`src/rtl/spi_pkg.sv`:
```
// Shared types and frame geometry for the serial-link memory target.
package spi_pkg;

  localparam int unsigned WR_FRAME_BITS = 17;
  localparam int unsigned RD_FRAME_BITS = 9;
  localparam int unsigned ADDR_W        = 8;
  localparam int unsigned DATA_W        = 8;
  localparam int unsigned CNT_W         = 5;
  localparam int unsigned STAT_W        = 16;

  typedef enum logic [2:0] {
    StIdle,
    StSetup,
    StShiftIn,
    StCommitWr,
    StTurnaround,
    StShiftOut
  } spi_tgt_state_t;

  // Saturating increment used by the optional statistics counters.
  function automatic logic [STAT_W-1:0] sat_inc(input logic [STAT_W-1:0] v, input logic en);
    return (en && (v != '1)) ? v + 16'd1 : v;
  endfunction

endpackage

```
`src/rtl/spi_tgt_regfile.sv`:
```
// DEPTH x 8 register file: synchronous write, combinational read, synchronous clear on reset.
module spi_tgt_regfile
  import spi_pkg::*;
#(
  parameter int unsigned DEPTH = 32,
  localparam int unsigned IDX_W = $clog2(DEPTH)
) (
  input  logic              clk,
  input  logic              rst_n,
  input  logic              we,
  input  logic [IDX_W-1:0]  waddr,
  input  logic [DATA_W-1:0] wdata,
  input  logic [IDX_W-1:0]  raddr,
  output logic [DATA_W-1:0] rdata
);

  logic [DATA_W-1:0] mem_q [DEPTH];

  always_ff @(posedge clk) begin
    if (!rst_n) begin
      for (int unsigned i = 0; i < DEPTH; i++) begin
        mem_q[i] <= '0;
      end
    end else if (we) begin
      mem_q[waddr] <= wdata;
    end
  end

  assign rdata = mem_q[raddr];

endmodule

```
`src/rtl/spi_memory_target.sv`:
```
// Peripheral end of the clk-synchronous serial link with a DEPTH x 8 register file.
// Optional statistics counters (wr_cnt/rd_cnt/err_cnt) are built when SPI_TGT_STATS_EN is defined.
module spi_memory_target
  import spi_pkg::*;
#(
  parameter int unsigned DEPTH      = 32,
  parameter int unsigned TURNAROUND = 1
) (
  input  logic              clk,
  input  logic              rst_n,
  input  logic              cs_n,
  input  logic              mosi,
  output logic              miso,
  output logic              ready,
  output logic              op_done,
  output logic              frame_err,
  output logic              addr_err
`ifdef SPI_TGT_STATS_EN
  ,
  output logic [STAT_W-1:0] wr_cnt,
  output logic [STAT_W-1:0] rd_cnt,
  output logic [STAT_W-1:0] err_cnt
`endif
);

  localparam int unsigned IDX_W = $clog2(DEPTH);
  localparam int unsigned TA_W  = (TURNAROUND > 1) ? $clog2(TURNAROUND) : 1;

  spi_tgt_state_t           state_q, state_d;
  logic [CNT_W-1:0]         bit_cnt_q, bit_cnt_d;
  logic [WR_FRAME_BITS-1:0] frame_q, frame_d;
  logic [TA_W-1:0]          ta_cnt_q, ta_cnt_d;
  logic [3:0]               out_cnt_q, out_cnt_d;
  logic [DATA_W-1:0]        rd_byte_q, rd_byte_d;
  logic                     miso_q, miso_d;
  logic                     ready_q, ready_d;
  logic                     op_done_q, op_done_d;
  logic                     frame_err_q, frame_err_d;
  logic                     addr_err_q, addr_err_d;

  logic                     wr_flag;
  logic [ADDR_W-1:0]        frm_addr;
  logic [DATA_W-1:0]        frm_data;
  logic                     addr_ok;
  logic                     rf_we;
  logic [DATA_W-1:0]        rf_rdata;

  assign wr_flag  = frame_q[0];
  assign frm_addr = frame_q[ADDR_W:1];
  assign frm_data = frame_q[ADDR_W+DATA_W:ADDR_W+1];
  assign addr_ok  = 32'(frm_addr) < DEPTH;

  spi_tgt_regfile #(
    .DEPTH(DEPTH)
  ) u_regfile (
    .clk  (clk),
    .rst_n(rst_n),
    .we   (rf_we),
    .waddr(frm_addr[IDX_W-1:0]),
    .wdata(frm_data),
    .raddr(frm_addr[IDX_W-1:0]),
    .rdata(rf_rdata)
  );

  always_comb begin
    state_d     = state_q;
    bit_cnt_d   = bit_cnt_q;
    frame_d     = frame_q;
    ta_cnt_d    = ta_cnt_q;
    out_cnt_d   = out_cnt_q;
    rd_byte_d   = rd_byte_q;
    miso_d      = 1'b0;
    ready_d     = 1'b0;
    op_done_d   = 1'b0;
    frame_err_d = 1'b0;
    addr_err_d  = 1'b0;
    rf_we       = 1'b0;

    case (state_q)
      StIdle: begin
        bit_cnt_d = '0;
        frame_d   = '0;
        // This edge is the discarded setup edge of the frame.
        if (!cs_n) state_d = StSetup;
      end

      StSetup, StShiftIn: begin
        if (!cs_n) begin
          if (bit_cnt_q < CNT_W'(WR_FRAME_BITS)) begin
            frame_d[bit_cnt_q] = mosi;
            bit_cnt_d          = bit_cnt_q + 1'b1;
          end
          state_d = StShiftIn;
        end else if (wr_flag && (bit_cnt_q == CNT_W'(WR_FRAME_BITS))) begin
          state_d = StCommitWr;
        end else if (!wr_flag && (bit_cnt_q == CNT_W'(RD_FRAME_BITS))) begin
          state_d  = StTurnaround;
          ta_cnt_d = '0;
        end else begin
          frame_err_d = 1'b1;
          state_d     = StIdle;
        end
      end

      StCommitWr: begin
        rf_we      = addr_ok;
        op_done_d  = 1'b1;
        addr_err_d = !addr_ok;
        state_d    = StIdle;
      end

      StTurnaround: begin
        if (ta_cnt_q == TA_W'(TURNAROUND - 1)) begin
          ready_d    = 1'b1;
          addr_err_d = !addr_ok;
          rd_byte_d  = addr_ok ? rf_rdata : '0;
          miso_d     = rd_byte_d[0];
          out_cnt_d  = '0;
          state_d    = StShiftOut;
        end else begin
          ta_cnt_d = ta_cnt_q + 1'b1;
        end
      end

      StShiftOut: begin
        // b0 is held for two cycles (ready cycle and the one after), then b1..b7.
        if (out_cnt_q == 4'd8) begin
          state_d = StIdle;
        end else begin
          miso_d    = rd_byte_q[out_cnt_q[2:0]];
          out_cnt_d = out_cnt_q + 1'b1;
        end
      end

      default: state_d = StIdle;
    endcase
  end

  always_ff @(posedge clk) begin
    if (!rst_n) begin
      state_q     <= StIdle;
      bit_cnt_q   <= '0;
      frame_q     <= '0;
      ta_cnt_q    <= '0;
      out_cnt_q   <= '0;
      rd_byte_q   <= '0;
      miso_q      <= 1'b0;
      ready_q     <= 1'b0;
      op_done_q   <= 1'b0;
      frame_err_q <= 1'b0;
      addr_err_q  <= 1'b0;
    end else begin
      state_q     <= state_d;
      bit_cnt_q   <= bit_cnt_d;
      frame_q     <= frame_d;
      ta_cnt_q    <= ta_cnt_d;
      out_cnt_q   <= out_cnt_d;
      rd_byte_q   <= rd_byte_d;
      miso_q      <= miso_d;
      ready_q     <= ready_d;
      op_done_q   <= op_done_d;
      frame_err_q <= frame_err_d;
      addr_err_q  <= addr_err_d;
    end
  end

  assign miso      = miso_q;
  assign ready     = ready_q;
  assign op_done   = op_done_q;
  assign frame_err = frame_err_q;
  assign addr_err  = addr_err_q;

`ifdef SPI_TGT_STATS_EN
  logic [STAT_W-1:0] wr_cnt_q, rd_cnt_q, err_cnt_q;

  always_ff @(posedge clk) begin
    if (!rst_n) begin
      wr_cnt_q  <= '0;
      rd_cnt_q  <= '0;
      err_cnt_q <= '0;
    end else begin
      wr_cnt_q  <= sat_inc(wr_cnt_q, op_done_d && !addr_err_d);
      rd_cnt_q  <= sat_inc(rd_cnt_q, ready_d && !addr_err_d);
      err_cnt_q <= sat_inc(err_cnt_q, frame_err_d || addr_err_d);
    end
  end

  assign wr_cnt  = wr_cnt_q;
  assign rd_cnt  = rd_cnt_q;
  assign err_cnt = err_cnt_q;
`endif

endmodule

```
`config.mk`:
```
export PLATFORM = sky130hd
export DESIGN_NAME = spi_memory_target
export DESIGN_NICKNAME = d
export VERILOG_FILES = /design/src/rtl/spi_pkg.sv /design/src/rtl/spi_tgt_regfile.sv /design/src/rtl/spi_memory_target.sv
export SDC_FILE = /design/constraint.sdc
export NUM_CORES = 1
export LEC_CHECK = 0
export ABC_AREA = 1
export BUFFER_PORTS_ARGS = -buffer_cell sky130_fd_sc_hd__buf_4
export CAP_MARGIN = 20
export CORE_UTILIZATION = 55
export CTS_BUF_LIST = sky130_fd_sc_hd__clkbuf_8
export DETAILED_ROUTE_END_ITERATION = 8
export PLACE_DENSITY = 0.73
export SLEW_MARGIN = 15
export SYNTH_ARGS = -nofsm -noshare
export SYNTH_HDL_FRONTEND = slang
export SYNTH_SLANG_ARGS = --single-unit
```
`constraint.sdc`:
```
create_clock -name clk -period 2.1 [get_ports clk]
set_clock_uncertainty 0.15 [all_clocks]
set_input_delay 0.525 -clock clk [delete_from_list [all_inputs] [get_ports clk]]
set_output_delay 0.525 -clock clk [all_outputs]
set_load 0.02 [all_outputs]
```
==> metrics.txt, run 1 <==
status=finished, final reports clean; final period utilization=99.8%; GP Congestion=0.920; Initial Util=56.0%; GRT Overall Usage=28.6%; Post-Syn Area=14100 µm²; CP endpoint kind=flip-flop; crit path capture=u_regfile.mem_q[13][1]$_SDFFCE_PN0P_; Vias=11100; # H-tree levels=2; Crit Path Max Fanout=8; First-pass DRT Iterations=6; post-synthesis instance total=1527; final setup vio count=0; most common library cell in the layout ignoring fill and taps=nand2_1; TritonCTS Buffers=49; Final #Nets=1623; adder-cell share of the synthesized area=0.534%; largest vdd supply drop=0.681 mV; Iteration-0 DRC Markers=1300; largest area contributor in the netlist=edfxtp_1; Layout Cell Area excl Fill=16200 µm²; depth of the most critical reg-to-reg path=9; post-CTS setup buffers=0; share of post-route cells with drive strength above 1=14.6%; RSZ-0062 raised after global routing=yes; Die Ht=162 µm; leak pwr=6.07 nW; first-pass GRT wire length=57000 µm; P&R area growth vs syn=15.4%; Final Max Tran Viols=0; Synth Area in Compound Gates=3.19%; die area=26200 µm²; Slew HR=48.6%; hold path depth=2; async set-reset flop share out of synthesis=0%; Post-DP HPWL=23800 µm; number of global-route vias before repair=10900; DR WL/cell=18.4 µm; xor and xnor fraction of the mapped netlist area=0.125%; Clock Path Buffers=3; Simple-Gate Fraction of Synth Area=29.7%; most frequent cells in the layout=nand2_1, nor2_1, edfxtp_1, nand3_1, buf_4; Placement Rows=58; Critical Path AT=2.22 ns; DP Cell Count=1892; fmax=0.477 GHz; clock sinks=303; Top FF cell, synth=edfxtp_1; Mapped Avg Cell Area=9.21 µm²; CP required=2.23 ns; min cycle time layout=2.09 ns; initial antenna violation count=0; yosys warns=0; worst hold path type=input pin to flip-flop; final wirelength=36400 µm; Worst setup SP type=flip-flop; Synth top area share=54.7%; # diodes=0; mux share of post-synthesis cell area=0%; total congestion overflow=0; Yosys cell types=35; Antenna Nets Post-Route=0; total of max-cap violations=0; largest net degree at the start of global routing=56; Pwr Density=767 nW/µm²; CTS clk-pin slew, worst paths=0.06 ns; Core Area=25100 µm²; top cells by area, synth=edfxtp_1, nand2_1, nor2_1; clock latency on the worst-skew pair=0.57 ns; Post-Place Cell Area=15300 µm²; Yosys reg bits=303; register area share after synthesis=61.4%; Top Ports=9; Residual DRC=0; Die W=162 µm; Post-synth EDFFs=256; worst reg2reg setup slack=0.005 ns; clk root buf=clkbuf_8; critical setup path kind=flip-flop to flip-flop; reg2reg end=u_regfile.mem_q[13][1]$_SDFFCE_PN0P_; FF-to-FF Start=frame_q[6]$_SDFFE_PN0P_; largest family of logic cells by synthesized area=simple AND/OR/NAND/NOR gates; Fin. Hold Viols=0; Worst Setup SP=frame_q[6]$_SDFFE_PN0P_; Worst-Margin Slew=0.765 ns; CTS tree=built; final non-filler cell total=1981; Net Count, Synth=1537; PortBufs=8; drt via density=5.61
[how the worst min path moves through the flow]
| stage | slack (ns) | startpoint | end |
|---|---|---|---|
| finish | 0.05 | cs_n | state_q[1]$_SDFFE_PN0P_ |
| global route | 0.04 | cs_n | state_q[1]$_SDFFE_PN0P_ |
| CTS | 0.02 | cs_n | state_q[1]$_SDFFE_PN0P_ |
| detailed placement | 0.29 | rd_byte_q[6]$_SDFFE_PN0P_ | rd_byte_q[6]$_SDFFE_PN0P_ |
| global placement | 0.29 | rd_byte_q[6]$_SDFFE_PN0P_ | rd_byte_q[6]$_SDFFE_PN0P_ |
| floorplan | 0.27 | rd_byte_q[1]$_SDFFE_PN0P_ | rd_byte_q[1]$_SDFFE_PN0P_ |
[critical path: stages, from the launching register on]
cell,delay (ns)
dfxtp_1,0.31
nor2_1,0.12
nand2_1,0.11
inv_1,0.15
nand3_1,0.27
nor2_1,0.22
buf_4,0.18
nand2_2,0.05
nand2_1,0.11
buf_12,0.14
[what timing repair did]
| action | in CTS | in global routing |
|---|---|---|
| hold endpoints to repair | 0 | 0 |
| gates resized for setup | 1 | 5 |
| gates cloned | 0 | 0 |
| hold buffers | 0 | 0 |
| endpoints found under the setup margin | 8 | 167 |
| pin swaps | 0 | 0 |
[power breakdown]
group / switching (mW) / leakage, nW / internal, mW / total [mW]
clock: 2.30 / 0.523 / 2.66 / 4.97
combinational: 0.485 / 2.52 / 0.259 / 0.744
sequential: 0.0639 / 3.02 / 6.68 / 6.75
total: 2.85 / 6.07 / 9.60 / 12.5
[synthesized netlist by cell type (21+ instances only)]
master	count
inv_1	54
dfxtp_1	47
nor2_1	299
buf_2	21
nand2_2	35
nand2_1	415
clkbuf_1	33
edfxtp_1	256
dlygate4sd1_1	23
o21ai_0	25
a21oi_1	38
nand3_1	210
[kinds of logic after synthesis]
family,count (synthesis)
flops,303
xor+xnor,2
fa+ha+maj,6
compound gates,80
buf+inv,147
simple gates,989
[registers in the layout (all words and copies together), names as in the netlist, named ones only]
signal and flops:
out_cnt_q 4, state_q 3, bit_cnt_q 5, frame_err 1, frame_q 17, ready 1, miso 1, u_regfile.mem_q 256
addr_err 1, rd_byte_q 8, op_done 1
[metrics by stage]
| stage | total power, mW | hold WS, ns | util, % | setup slack, ns | setup TNS [ns] |
|---|---|---|---|---|---|
| after floorplan | 7.31 | 0.271 | - | -0.0225 | -3.12 |
| after global placement | 7.58 | 0.290 | 60.8 | -0.212 | -31.45 |
| after detailed placement | 7.60 | 0.287 | 60.8 | -0.246 | -40.32 |
| after CTS | 12.5 | 0.0244 | 64.6 | 0.00830 | 0 |
| after global routing | 12.9 | 0.0367 | 64.7 | -0.0783 | -4.69 |
| final | 12.5 | 0.0480 | 64.7 | 0.00517 | 0 |
[metal layers]
metal | vias to the layer above | GRT usage (%) | wire [µm]
li1 | 5270 | - | -
met1 | 5206 | 36.1 | 14300
met2 | 537 | 48.6 | 18000
met3 | 107 | 4.93 | 2820
met4 | 0 | 12.0 | 1210
met5 | - | 0 | 0
[area by class of cell]
cell class,instances,area (µm²)
multi-input cells,1077,4720
inverters,56,213
clock buffers,52,716
fillers,2027,8880
flip-flops and latches,303,8630
well taps,330,413
clock inverters,37,236
repair buffers,126,1300
Power figures use the tool's default switching activity.
==> inputs of run 2 (changes only) <==
Settings changed: PLACE_DENSITY 0.73 to 0.7, SETUP_SLACK_MARGIN set to 0.02.
==> run 2 against run 1 <==
Compared with the run above: register-to-register slack better by 0.08 ns; combinational power increased by 4.6%; sequential share of layout area decreased by 0.46 points; largest cell class unchanged.
==> metrics.txt, run 2 (synthesis results as in run 1) <==
grt peak-use layer=met2; Vias=11100; share of post-route cells with drive strength above 1=15.4%; CP endpoint kind=flip-flop; Crit Path Max Fanout=8; Fin. Hold Viols=0; Largest register FFs=256; Pwr Density=766 nW/µm²; most frequent cells in the layout=nand2_1, nor2_1, edfxtp_1, nand3_1, buf_4; GP Congestion=0.897; fmax=0.497 GHz; die area=26200 µm²; post-CTS setup buffers=0; largest net degree at the start of global routing=104; RSZ-0062 raised after global routing=yes; Core Area=25100 µm²; DP Cell Count=1898; Top Ports=9; largest vdd supply drop=0.631 mV; Pint=9.67 mW; number of global-route vias before repair=10300; PortBufs=8; Slew HR=55.2%; Final TNS setup=0 ns; TritonCTS Buffers=48; Critical Path AT=2.15 ns; dpl ws=-0.208 ns; Initial Util=56.0%; Clock Path Buffers=3; Combinational Power Share=6.2%; depth of the most critical reg-to-reg path=9; status=finished, final reports clean; DR WL/cell=18.3 µm; first-pass GRT wire length=55200 µm; Final Max Tran Viols=0; CTS tree=built; CP required=2.24 ns; final non-filler cell total=1988; clk root buf=clkbuf_8; Iteration-0 DRC Markers=1132; worst hold path type=input pin to flip-flop; sw power=2.87 mW; global routing usage on met2=46.0%; Worst-Margin Slew=0.669 ns; Largest regs=u_regfile.mem_q x256, frame_q x17, rd_byte_q x8; Die W=162 µm; leak pwr=6.15 nW; Layout Cell Area excl Fill=16400 µm²; critical setup path kind=flip-flop to flip-flop; Post-Place Cell Area=15300 µm²; total of max-cap violations=0; clock latency on the worst-skew pair=0.57 ns; Final WS setup=0.0871 ns; Placement Rows=58; grt met3 use=4.03%; hold path depth=2; total congestion overflow=0; Antenna Nets Post-Route=0; CTS clk-pin slew, worst paths=0.06 ns; proportion of power drawn by the clock network=40.0%; hold-fix buffers at CTS=0; First-pass DRT Iterations=6; clock sinks=303; largest reg by FF count=u_regfile.mem_q; Sw Share=22.9%; GRT Overall Usage=28.0%; Post-CTS Resized=0; met1 Use GR=37.5%; Residual DRC=0; final period utilization=95.9%; # H-tree levels=2; P&R area growth vs syn=16.4%; min cycle time layout=2.01 ns; drt via density=5.58; Die Ht=162 µm; Post-DP HPWL=23200 µm; sequential power share=53.8%; final wirelength=36400 µm; final setup vio count=0; Worst setup SP type=flip-flop; # diodes=0; initial antenna violation count=0; Final #Nets=1629; most common library cell in the layout ignoring fill and taps=nand2_1
==> run 2: path summary, 6_finish.rpt <==
check                           from                              endpoint  slack [ns]
min reg2reg  frame_q[7]$_SDFFE_PN0P_               frame_q[7]$_SDFFE_PN0P_        0.31
max          frame_q[6]$_SDFFE_PN0P_  u_regfile.mem_q[15][4]$_SDFFCE_PN0P_        0.09
min                             cs_n               state_q[1]$_SDFFE_PN0P_        0.03
max reg2reg  frame_q[6]$_SDFFE_PN0P_  u_regfile.mem_q[15][4]$_SDFFCE_PN0P_        0.09
==> run 2: cell type report <==
class                      count  area (µm²)
fill                        2055        8730
sequential                   303        8630
multi-input combinational   1077        4750
timing repair buffer         133        1410
clock buffer                  50         688
tap                          330         413
clock inverter                39         269
inverter                      56         211
==> run 2: metrics by stage <==
stage          power (mW)  util (%)  hold WS (ns)
3_3_place_gp         7.61      61.1         0.292
3_5_place_dp         7.62      61.1         0.296
6_report             12.5      65.2        0.0338
4_1_cts              12.6      64.9        0.0125
5_1_grt              12.9      65.2        0.0321
2_1_floorplan        7.31         -         0.271
==> run 2: power by group through the flow <==
stage	clock [mW]	combinational (mW)	sequential (mW)
finish	5.02	0.778	6.75
global route	5.32	0.847	6.76
CTS	5.06	0.756	6.75
detailed placement	0	0.753	6.87
global placement	0	0.742	6.87
floorplan	0	0.453	6.85
==> run 2: worst max-delay path: stages, from the launching register on <==
cell	delay, ns
dfxtp_1	0.31
nor2_1	0.12
nand2_1	0.10
inv_1	0.13
nand3_1	0.24
nor2_1	0.18
buf_4	0.18
nand2_2	0.06
nand2_1	0.12
buf_12	0.13
==> run 2: metal layers <==
metal / vias up / wire (µm) / share of wire [%]
li1: 5294 / - / -
met1: 5206 / 14500 / 40
met2: 510 / 17600 / 48
met3: 88 / 3180 / 8.7
met4: 0 / 1140 / 3.1
met5: - / 0 / 0
